[config.mk]
export PLATFORM = sky130hd
export DESIGN_NAME = bola
export DESIGN_NICKNAME = d
export VERILOG_FILES = /design/src/rtl/bola_pkg.sv /design/src/rtl/divisor_tick.sv /design/src/rtl/bola.sv
export SDC_FILE = /design/constraint.sdc
export NUM_CORES = 1
export LEC_CHECK = 0
export ABC_CLOCK_PERIOD_IN_PS = 6200
export BUFFER_PORTS_ARGS = -buffer_cell sky130_fd_sc_hd__buf_2
export CAP_MARGIN = 20
export CORE_MARGIN = 1.5
export CORE_UTILIZATION = 60
export CTS_CLUSTER_DIAMETER = 60
export DETAILED_ROUTE_END_ITERATION = 8
export GPL_TIMING_DRIVEN = 1
export PLACE_DENSITY = 0.79
export SKIP_CTS_REPAIR_TIMING = 1
export SYNTH_ARGS = -nofsm -noshare
export SYNTH_HDL_FRONTEND = slang
export SYNTH_SLANG_ARGS = --single-unit
[constraint.sdc]
create_clock -name CLOCK_50 -period 6.2 [get_ports CLOCK_50]
set_clock_uncertainty 0.15 [all_clocks]
set_input_delay 0.31 -clock CLOCK_50 [delete_from_list [all_inputs] [get_ports CLOCK_50]]
set_output_delay 0.31 -clock CLOCK_50 [all_outputs]
set_load 0.03 [all_outputs]
[src/rtl/bola_pkg.sv]
// Shared screen geometry and ball state encoding for the ball block.
package bola_pkg;
    localparam int SCREEN_W = 640;
    localparam int SCREEN_H = 480;

    typedef enum logic [1:0] {
        PRESA   = 2'd0,
        VOANDO  = 2'd1,
        PERDIDA = 2'd2
    } estado_t;
endpackage

[src/rtl/divisor_tick.sv]
// Clock divider producing a one-clock tick every MOVE_DIV enabled clocks.
module divisor_tick #(
    parameter int MOVE_DIV = 250000
) (
    input  logic CLOCK_50,
    input  logic resetQNave,
    input  logic enable_i,
    input  logic clear_i,
    output logic tick_o
);
    localparam int CW = (MOVE_DIV > 1) ? $clog2(MOVE_DIV) : 1;

    logic [CW-1:0] cnt_q, cnt_d;

    assign tick_o = enable_i && (cnt_q == CW'(MOVE_DIV - 1));

    always_comb begin
        cnt_d = cnt_q;
        if (clear_i) begin
            cnt_d = '0;
        end else if (enable_i) begin
            cnt_d = tick_o ? '0 : cnt_q + CW'(1);
        end
    end

    always_ff @(posedge CLOCK_50 or posedge resetQNave) begin
        if (resetQNave) begin
            cnt_q <= '0;
        end else begin
            cnt_q <= cnt_d;
        end
    end
endmodule

[src/rtl/bola.sv]
// Ball controller: rides on the ship, flies with wall/ship reflections, and
// sits out a penalty period after leaving through the bottom edge.
module bola
    import bola_pkg::*;
#(
    parameter int BALL_SIZE  = 8,
    parameter int STEP       = 2,
    parameter int MOVE_DIV   = 250000,
    parameter int LOST_DELAY = 100
) (
    input  logic       CLOCK_50,
    input  logic       resetQNave,
    input  logic       reiniciarJogo,
    input  logic       pausa,
    input  logic       lancar,
    input  logic [9:0] x_nave,
    input  logic [9:0] y_nave,
    input  logic [9:0] largura_nave,
    input  logic [9:0] altura_nave,
    output logic [9:0] x_bola,
    output logic [9:0] y_bola,
    output logic       bateu,
    output logic       perdeu,
    output logic [1:0] estado
);
    localparam int LW = $clog2(LOST_DELAY + 1);
    localparam logic signed [10:0] STEP_P = 11'(STEP);
    localparam logic signed [10:0] STEP_N = -11'(STEP);
    localparam logic signed [11:0] BS_W   = 12'(BALL_SIZE);
    localparam logic signed [11:0] SW_W   = 12'(SCREEN_W);
    localparam logic signed [11:0] SH_W   = 12'(SCREEN_H);
    localparam logic [9:0] BS10   = 10'(BALL_SIZE);
    localparam logic [9:0] HALF10 = 10'(BALL_SIZE / 2);
    localparam logic [9:0] XMAX   = 10'(SCREEN_W - BALL_SIZE);
    localparam logic [9:0] YMAX   = 10'(SCREEN_H - BALL_SIZE);

    estado_t estado_q, estado_d;
    logic [9:0] x_q, x_d, y_q, y_d;
    logic signed [10:0] dx_q, dx_d, dy_q, dy_d;
    logic [LW-1:0] lost_q, lost_d;
    logic lancar_q, lancar_d, bateu_q, bateu_d, perdeu_q, perdeu_d;
    logic launch, tick, ship_hit;
    logic signed [10:0] xn, yn;
    logic signed [11:0] xn_w, yn_w, y_w, ys_w, xs_w, xs_r_w;

    // Ship height plays no part in the collision rule.
    logic unused_altura;
    assign unused_altura = ^altura_nave;

    divisor_tick #(.MOVE_DIV(MOVE_DIV)) u_tick (
        .CLOCK_50  (CLOCK_50),
        .resetQNave(resetQNave),
        .enable_i  (!pausa && !reiniciarJogo && (estado_q != PRESA)),
        .clear_i   (reiniciarJogo || launch),
        .tick_o    (tick)
    );

    always_comb begin
        xn     = $signed({1'b0, x_q}) + dx_q;
        yn     = $signed({1'b0, y_q}) + dy_q;
        xn_w   = {xn[10], xn};
        yn_w   = {yn[10], yn};
        y_w    = {2'b00, y_q};
        ys_w   = {2'b00, y_nave};
        xs_w   = {2'b00, x_nave};
        xs_r_w = xs_w + $signed({2'b00, largura_nave});
        ship_hit = (dy_q > 0) && (y_w + BS_W <= ys_w) && (yn_w + BS_W >= ys_w)
                   && (xn_w + BS_W > xs_w) && (xn_w < xs_r_w);
    end

    always_comb begin
        estado_d = estado_q;
        x_d      = x_q;
        y_d      = y_q;
        dx_d     = dx_q;
        dy_d     = dy_q;
        lost_d   = lost_q;
        lancar_d = lancar;
        bateu_d  = 1'b0;
        perdeu_d = 1'b0;
        launch   = 1'b0;
        if (reiniciarJogo) begin
            estado_d = PRESA;
            x_d      = '0;
            y_d      = '0;
            dx_d     = STEP_P;
            dy_d     = STEP_N;
            lost_d   = '0;
            lancar_d = 1'b0;
        end else if (!pausa) begin
            case (estado_q)
                PRESA: begin
                    x_d = x_nave + {1'b0, largura_nave[9:1]} - HALF10;
                    y_d = y_nave - BS10;
                    if (lancar && !lancar_q) begin
                        launch   = 1'b1;
                        estado_d = VOANDO;
                        dx_d     = STEP_P;
                        dy_d     = STEP_N;
                    end
                end
                VOANDO: if (tick) begin
                    if (xn <= 0) begin
                        x_d  = '0;
                        dx_d = STEP_P;
                    end else if (xn_w + BS_W >= SW_W) begin
                        x_d  = XMAX;
                        dx_d = STEP_N;
                    end else begin
                        x_d = xn[9:0];
                    end
                    // Ship contact outranks the bottom edge on the same tick.
                    if (yn <= 0) begin
                        y_d  = '0;
                        dy_d = STEP_P;
                    end else if (ship_hit) begin
                        y_d     = y_nave - BS10;
                        dy_d    = STEP_N;
                        bateu_d = 1'b1;
                    end else if (yn_w + BS_W >= SH_W) begin
                        y_d      = YMAX;
                        perdeu_d = 1'b1;
                        estado_d = PERDIDA;
                        lost_d   = '0;
                    end else begin
                        y_d = yn[9:0];
                    end
                end
                PERDIDA: if (tick) begin
                    if (lost_q == LW'(LOST_DELAY - 1)) begin
                        estado_d = PRESA;
                        lost_d   = '0;
                    end else begin
                        lost_d = lost_q + LW'(1);
                    end
                end
                default: estado_d = PRESA;
            endcase
        end
    end

    always_ff @(posedge CLOCK_50 or posedge resetQNave) begin
        if (resetQNave) begin
            estado_q <= PRESA;
            x_q      <= '0;
            y_q      <= '0;
            dx_q     <= STEP_P;
            dy_q     <= STEP_N;
            lost_q   <= '0;
            lancar_q <= 1'b0;
            bateu_q  <= 1'b0;
            perdeu_q <= 1'b0;
        end else begin
            estado_q <= estado_d;
            x_q      <= x_d;
            y_q      <= y_d;
            dx_q     <= dx_d;
            dy_q     <= dy_d;
            lost_q   <= lost_d;
            lancar_q <= lancar_d;
            bateu_q  <= bateu_d;
            perdeu_q <= perdeu_d;
        end
    end

    assign x_bola = x_q;
    assign y_bola = y_q;
    assign bateu  = bateu_q;
    assign perdeu = perdeu_q;
    assign estado = estado_q;
endmodule

== Word level (Yosys, flattened, before mapping) ==
Cells that the tools add are included.
Storage, ports and cells
  bits in registers: 72
  bits of input ports: 45
  word-level logic and storage cells: 133
Cells by class
  $lt $le $gt $ge: 9
  equality and inequality tests: 14
  reductions and logical operators: 22
  mux-type cells: 67
  add/subtract/negate cells: 11
Operators by type and width (count)
  2-to-1 mux 11 bit: 12
  2-to-1 mux 10 bit: 11
  2-to-1 mux 7 bit: 8
  2-to-1 mux 18 bit: 3
  case mux 11 bit (2 select lines): 2
  case mux 10 bit (2 select lines): 2
  adder 11 x 5 -> 12 bit (second input constant): 2
  adder 11 bit: 2
  <= comparator 11 x 1 -> 1 bit (second input constant): 2
  adder 18 x 1 -> 18 bit (second input constant): 1
  equality test 18 bit (second input constant): 1
  2-to-1 mux 1 bit: 18
  2-to-1 mux 2 bit: 9
  inequality test 3 bit (second input constant): 5
  case mux 7 bit (2 select lines): 1
  greater-or-equal comparator 12 x 10 -> 1 bit (second input constant): 1
  greater-or-equal comparator 12 x 11 -> 1 bit: 1
  greater-or-equal comparator 12 x 11 -> 1 bit (second input constant): 1
  > comparator 12 x 11 -> 1 bit: 1
  < comparator 11 x 12 -> 1 bit: 1
  adder 10 x 10 -> 11 bit: 1
  adder 10 x 4 -> 11 bit (second input constant): 1
  > comparator 11 x 1 -> 1 bit (second input constant): 1
  <= comparator 11 x 10 -> 1 bit: 1
  21 further kinds: 35

== Logic depth before layout (Yosys ltp) ==
  depth after elaboration: 12
  depth in mapped cells: 20
  depth with buffers taken out: 20

== Cells and area by module ==
Synthesis repeated with hierarchy kept, for this count alone.
Unflattened totals
  cell total of the unflattened synthesis: 748
  area, all modules: 6209.7 µm²
Modules (own cells, without submodules)
  bola: seq. area each 852.1 µm², cells each 633, times used 1, area each 5173.7 µm²
  divisor_tick: seq. area each 450.4 µm², cells each 115, times used 1, area each 1036.0 µm²

== Worst setup path after synthesis ==
OpenSTA, ideal clock, no wires.
  path type: register to register
  start: register x_q[2] (netlist: x_bola[2])
  end: register y_q[3] (netlist: y_bola[3])
  arrival time: 4561 ps
  required time: 5924 ps
  cell stages (with the launch flop): 20
  buffers on the path: 0
  clock period less this slack: 4837 ps
  library setup time: 126 ps
  path slack: 1363 ps
  cell sequence: dfrtp_1 ha_1 a21o_1 a21oi_1 xnor2_1 ha_1 inv_1 nor3_1 nand2_1 xnor2_1 ha_1 a211o_1 a21oi_1 o21ai_0 o21ai_0 a21bo_1 a21oi_2 nand4b_4 a21oi_4 a221o_1
On the way
  cells in the longest elaborated chain, start to end: 11
  elaborated cells on any way between the ends: 12
  classes of those cells: add/sub: 2; order compare: 2; mux: 6; reduce/logical: 2
RTL lines
  from (decl): RTL line bola.sv:38  | logic [9:0] x_q, x_d, y_q, y_d;
  from (signal assigned): RTL line bola.sv:145  | x_q <= '0;
  from (signal assigned): RTL line bola.sv:155  | x_q <= x_d;
  adder 11 bit (*): RTL line bola.sv:59  | xn = $signed({1'b0, x_q}) + dx_q;
  adder 11 x 5 -> 12 bit: RTL line bola.sv:68  | && (xn_w + BS_W > xs_w) && (xn_w < xs_r_w);
  > comparator 12 x 11 -> 1 bit: RTL line bola.sv:68
  logical AND 1 bit: RTL line bola.sv:68
  logical AND 1 bit (*): RTL line bola.sv:68
  2-to-1 mux 10 bit (*): RTL line bola.sv:116  | end else if (ship_hit) begin
  2-to-1 mux 10 bit (*): RTL line bola.sv:113  | if (yn <= 0) begin
  2-to-1 mux 10 bit (*): RTL line bola.sv:102  | VOANDO: if (tick) begin
  case mux 10 bit (2 select lines) (*): RTL line bola.sv:91  | case (estado_q)
  2-to-1 mux 10 bit (*): RTL line bola.sv:90  | end else if (!pausa) begin
  2-to-1 mux 10 bit (*): RTL line bola.sv:82  | if (reiniciarJogo) begin
  to (signal assigned): RTL line bola.sv:156  | y_q <= y_d;
  to (decl): RTL line bola.sv:38
Every way passes the cells marked *; elsewhere a longest branch is shown, timed or not. The select of a mux whose other input is x is not followed.
A chain may end at the register's enable or synchronous reset.

== Final worst setup path ==
  start: register dx_q[9]
  end: register y_q[0] (netlist: y_bola[0])
On the way
  cells in the longest elaborated chain, start to end: 11
  elaborated cells on any way between the ends: 12
  classes of those cells: add/sub: 2; order compare: 2; mux: 6; reduce/logical: 2
RTL lines
  from (decl): RTL line bola.sv:39  | logic signed [10:0] dx_q, dx_d, dy_q, dy_d;
  from (signal assigned): RTL line bola.sv:147  | dx_q <= STEP_P;
  from (signal assigned): RTL line bola.sv:157  | dx_q <= dx_d;
  adder 11 bit (*): RTL line bola.sv:59
  adder 11 x 5 -> 12 bit: RTL line bola.sv:68
  > comparator 12 x 11 -> 1 bit: RTL line bola.sv:68
  logical AND 1 bit: RTL line bola.sv:68
  logical AND 1 bit (*): RTL line bola.sv:68
  2-to-1 mux 10 bit (*): RTL line bola.sv:116
  2-to-1 mux 10 bit (*): RTL line bola.sv:113
  2-to-1 mux 10 bit (*): RTL line bola.sv:102
  case mux 10 bit (2 select lines) (*): RTL line bola.sv:91
  2-to-1 mux 10 bit (*): RTL line bola.sv:90
  2-to-1 mux 10 bit (*): RTL line bola.sv:82
Marks and branches as above.

==> results.py <==
metrics = {
    "synth": {
        "yosys.area_share.simple": 0.1934,
        "synth_area_um2": 6230,
        "synth_top_family_by_area": "compound AO/OA/AOI/OAI gates",
        "avgSynthCellArea_um2": 8.430,
        "synthMuxAreaShare": 0.01145,
        "synth-compound-area-share": 0.2599,
        "synthTopCellsByCount": "87 x ha_1, 74 x inv_1, 53 x nor2_1",
        "ys_top_cells_by_area": "dfrtp_1 20%, ha_1 17%, xnor2_1 4.6%, inv_1 4.5%, a21oi_1 4.1%",
        "synth_edf_count": 0,
        "ys_ff_latch": 52,
        "synth_top_area_share": 0.2049,
        "synth_ff_type": "dfrtp_1",
        "synth_xor_area_frac": 0.08275,
        "async_flop_share": 1.000,
        "synthAdderAreaFrac": 0.1876,
        "synth_seq_area_share": 0.2091,
        "yosys.area.top_type": "dfrtp_1",
        "syn_nets": 875,
        "yosysWarnings": 0,
        "syn_inst": 739,
        "yosysMostFrequentCell": "ha_1",
        "ys_types": 86,
    },
    "grt": {
        "grtUsageTotal": 0.2986,
        "grt_max_degree": 53,
        "overflow": 0,
        "antenna_found_initial": 0,
        "grt_pass1_vias": 5721,
        "grt_pass1_wl_mm": 26.98,
    },
    "cells_and_area": {
        "syn2layout_area_growth_pct": 8.676,
        "nFillCells": 876,
        "multi_input_area_um2": 4579,
        "seq_area_um2": 1303,
        "drive_gt1_frac": 0.1355,
        "nets": 932,
        "antenna_cells": 0,
        "design_area_um2": 6770,
        "utilization": 0.6647,
        "final_cells": 933,
    },
    "sta": {
        "worst_pin_slew_ps": 1071,
        "holdWs_ps": 90.67,
        "finalSetupViolations": 0,
        "finalCritPeriodShare": 0.9204,
        "fin_tns_setup_ps": 0,
        "fin_crit_ps": 5706,
        "drv_slew": 0,
        "slew_headroom": 0.2860,
        "rsz0062_at_grt": "false",
        "fmax_mhz": 175.2,
        "hold_viol": 0,
        "timing.final.ws_setup_ps": 493.5,
    },
    "clock_tree": {
        "clock_sinks": 52,
        "cts_buffer_depth": 2,
        "clk_pin_slew_ps": 120,
        "h-tree-depth": 2,
        "cts_root_buf": "clkbuf_8",
        "cts_tree": "done",
        "numCtsBuffers": 5,
        "insertion_delay_ps": 330,
    },
    "floorplan": {
        "core_area_um2": 10180,
        "row_count": 37,
        "die_y_um": 104.9,
        "die_area_um2": 11000,
        "die_x_um": 104.9,
        "start_util": 0.6117,
        "io_pins": 69,
    },
    "placement": {
        "post-place-ws_ps": 614.0,
        "place_congestion": 0.9589,
        "dpl_cell_area_um2": 6650,
        "dp.cells": 923,
        "place_hpwl_mm": 12.71,
        "portBuffers": 58,
    },
    "min_path": {
        "hold_class": "primary input to flop",
    },
    "power": {
        "leakagePower_nw": 3.252,
        "power_density_nw_per_um2": 596.7,
        "seqPwrFrac": 0.133,
        "power.switching_mw": 2.298,
        "switching_share": 0.5689,
        "clock_power_share": 0.053,
        "peakVddDrop_v": 0.0004341,
        "internal-power_mw": 1.741,
        "power.total_mw": 4.040,
        "combPwrFrac": 0.814,
    },
    "drt": {
        "firstDrtPassIters": 5,
        "wl_per_cell_um": 16.85,
        "detail-route-antenna-nets": 0,
        "drt_iter0_markers": 280,
        "routed_wl_mm": 15.72,
        "num_vias": 5768,
        "vias_per_cell": 6.182,
        "route.detailed.drc": 0,
    },
    "status": {
        "status": "complete, no violations",
    },
    "worst_setup_path": {
        "crit_slowest_cell": "dfrtp_1",
        "cp_common_cell": "ha_1",
        "crit_type": "flop to flop",
        "r2r_slack_ps": 490,
        "path_cells": "ha_1, a21o_1, a21oi_1, xnor2_1, ha_1, inv_1, nor3_1, nand2_1, xnor2_1, ha_1, a211o_1, a21oi_1, o21ai_0, o21ai_0, a21bo_1, a21oi_2, o211ai_1, o21ai_1, mux2_1",
        "end_kind": "flop",
        "cp_data_required_time_ps": 6270,
        "max_stage_delay_ps": 640,
        "crit_fanout": 13,
        "startpoint_type": "flop",
        "critical_path_arrival_ps": 5770,
        "crit_buf_inv": 1,
        "path_delay_family": "compound AO/OA/AOI/OAI gates",
    },
    "run": {
        "maxCapViolCount": 0,
    },
}
placed cells by master, fill, tap and decap left out, drive strengths merged, types with 4 or more instances in the layout:
master,synthesis,layout
nor2,55,55
a2111oi,6,6
clkbuf,9,5
nand2b,13,13
o21bai,4,4
nand2,40,40
mux2i,6,6
ha,87,87
a221o,13,13
nor4,5,5
or4,5,5
nor3b,4,4
a211oi,8,8
xor2,25,25
o21ai,47,47
and3,11,11
a31oi,9,9
xnor2,33,33
o211ai,9,9
nor2b,11,11
fa,4,4
inv,76,77
a211o,6,6
nand3,21,21
nand4,11,11
or3,9,9
o21a,6,6
dfrtp,51,51
a21o,16,16
or2,4,4
and2,5,5
nor4b,6,6
a21oi,56,56
buf,4,62
nor3,18,18
state kept, by name (all words and copies together), names as in the netlist:
signal,cells
u_tick.cnt_q,18
x_bola,10
y_bola,10
lost_q,7
estado,2
bateu,1
dx_q,1
dy_q,1
lancar_q,1
perdeu,1
power by group through the flow:
| stage | Combinational [mW] | Clock (mW) | Sequential [mW] |
|---|---|---|---|
| CTS | 3.24 | 0.216 | 0.532 |
| finish | 3.29 | 0.214 | 0.536 |
| global placement | 3.10 | 0 | 0.534 |
| detailed placement | 3.23 | 0 | 0.540 |
| global route | 3.59 | 0.228 | 0.548 |
| floorplan | 2.42 | 0 | 0.620 |
final timing paths:
path,startpoint,end,cells after the start
min,y_nave[1],y_bola[1]$_DFFE_PP0P_,2
max reg2reg,dx_q[9]$_DFFE_PP0P_,y_bola[0]$_DFFE_PP0P_,19
min in group asynchronous,resetQNave,x_bola[3]$_DFFE_PP0P_,3
min reg2reg,lost_q[6]$_DFFE_PP0P_,lost_q[6]$_DFFE_PP0P_,1
max in group asynchronous,resetQNave,x_bola[0]$_DFFE_PP0P_,4
max,dx_q[9]$_DFFE_PP0P_,y_bola[0]$_DFFE_PP0P_,19
final cells by class:
type,count,area share
Clock inverter,3,0.003142
Inverter,76,0.04214
Sequential cell,52,0.1924
Clock buffer,5,0.01016
Timing Repair Buffer,63,0.05064
Tap cell,136,0.02513
Multi-Input combinational cell,598,0.6764
routing by layer:
layer  track usage  vias to the layer above  wire length [um]
met4        0.1194                        0               471
met3       0.02495                       30               581
met1        0.3687                     2765              6635
met5             0                        -                 0
met2        0.5350                      148              8032
li1              -                     2825                 -
kinds of logic (layout without fill, tap and decap cells):
group,Yosys count,count (layout)
DFF,52,52
adders and majority gates,91,91
muxes,7,7
buffers and inverters,89,147
and+or+nand+nor,224,224
AOI/OAI and AO/OA,218,218
xor gates and xnor gates,58,58
Power figures use the tool's default switching activity.
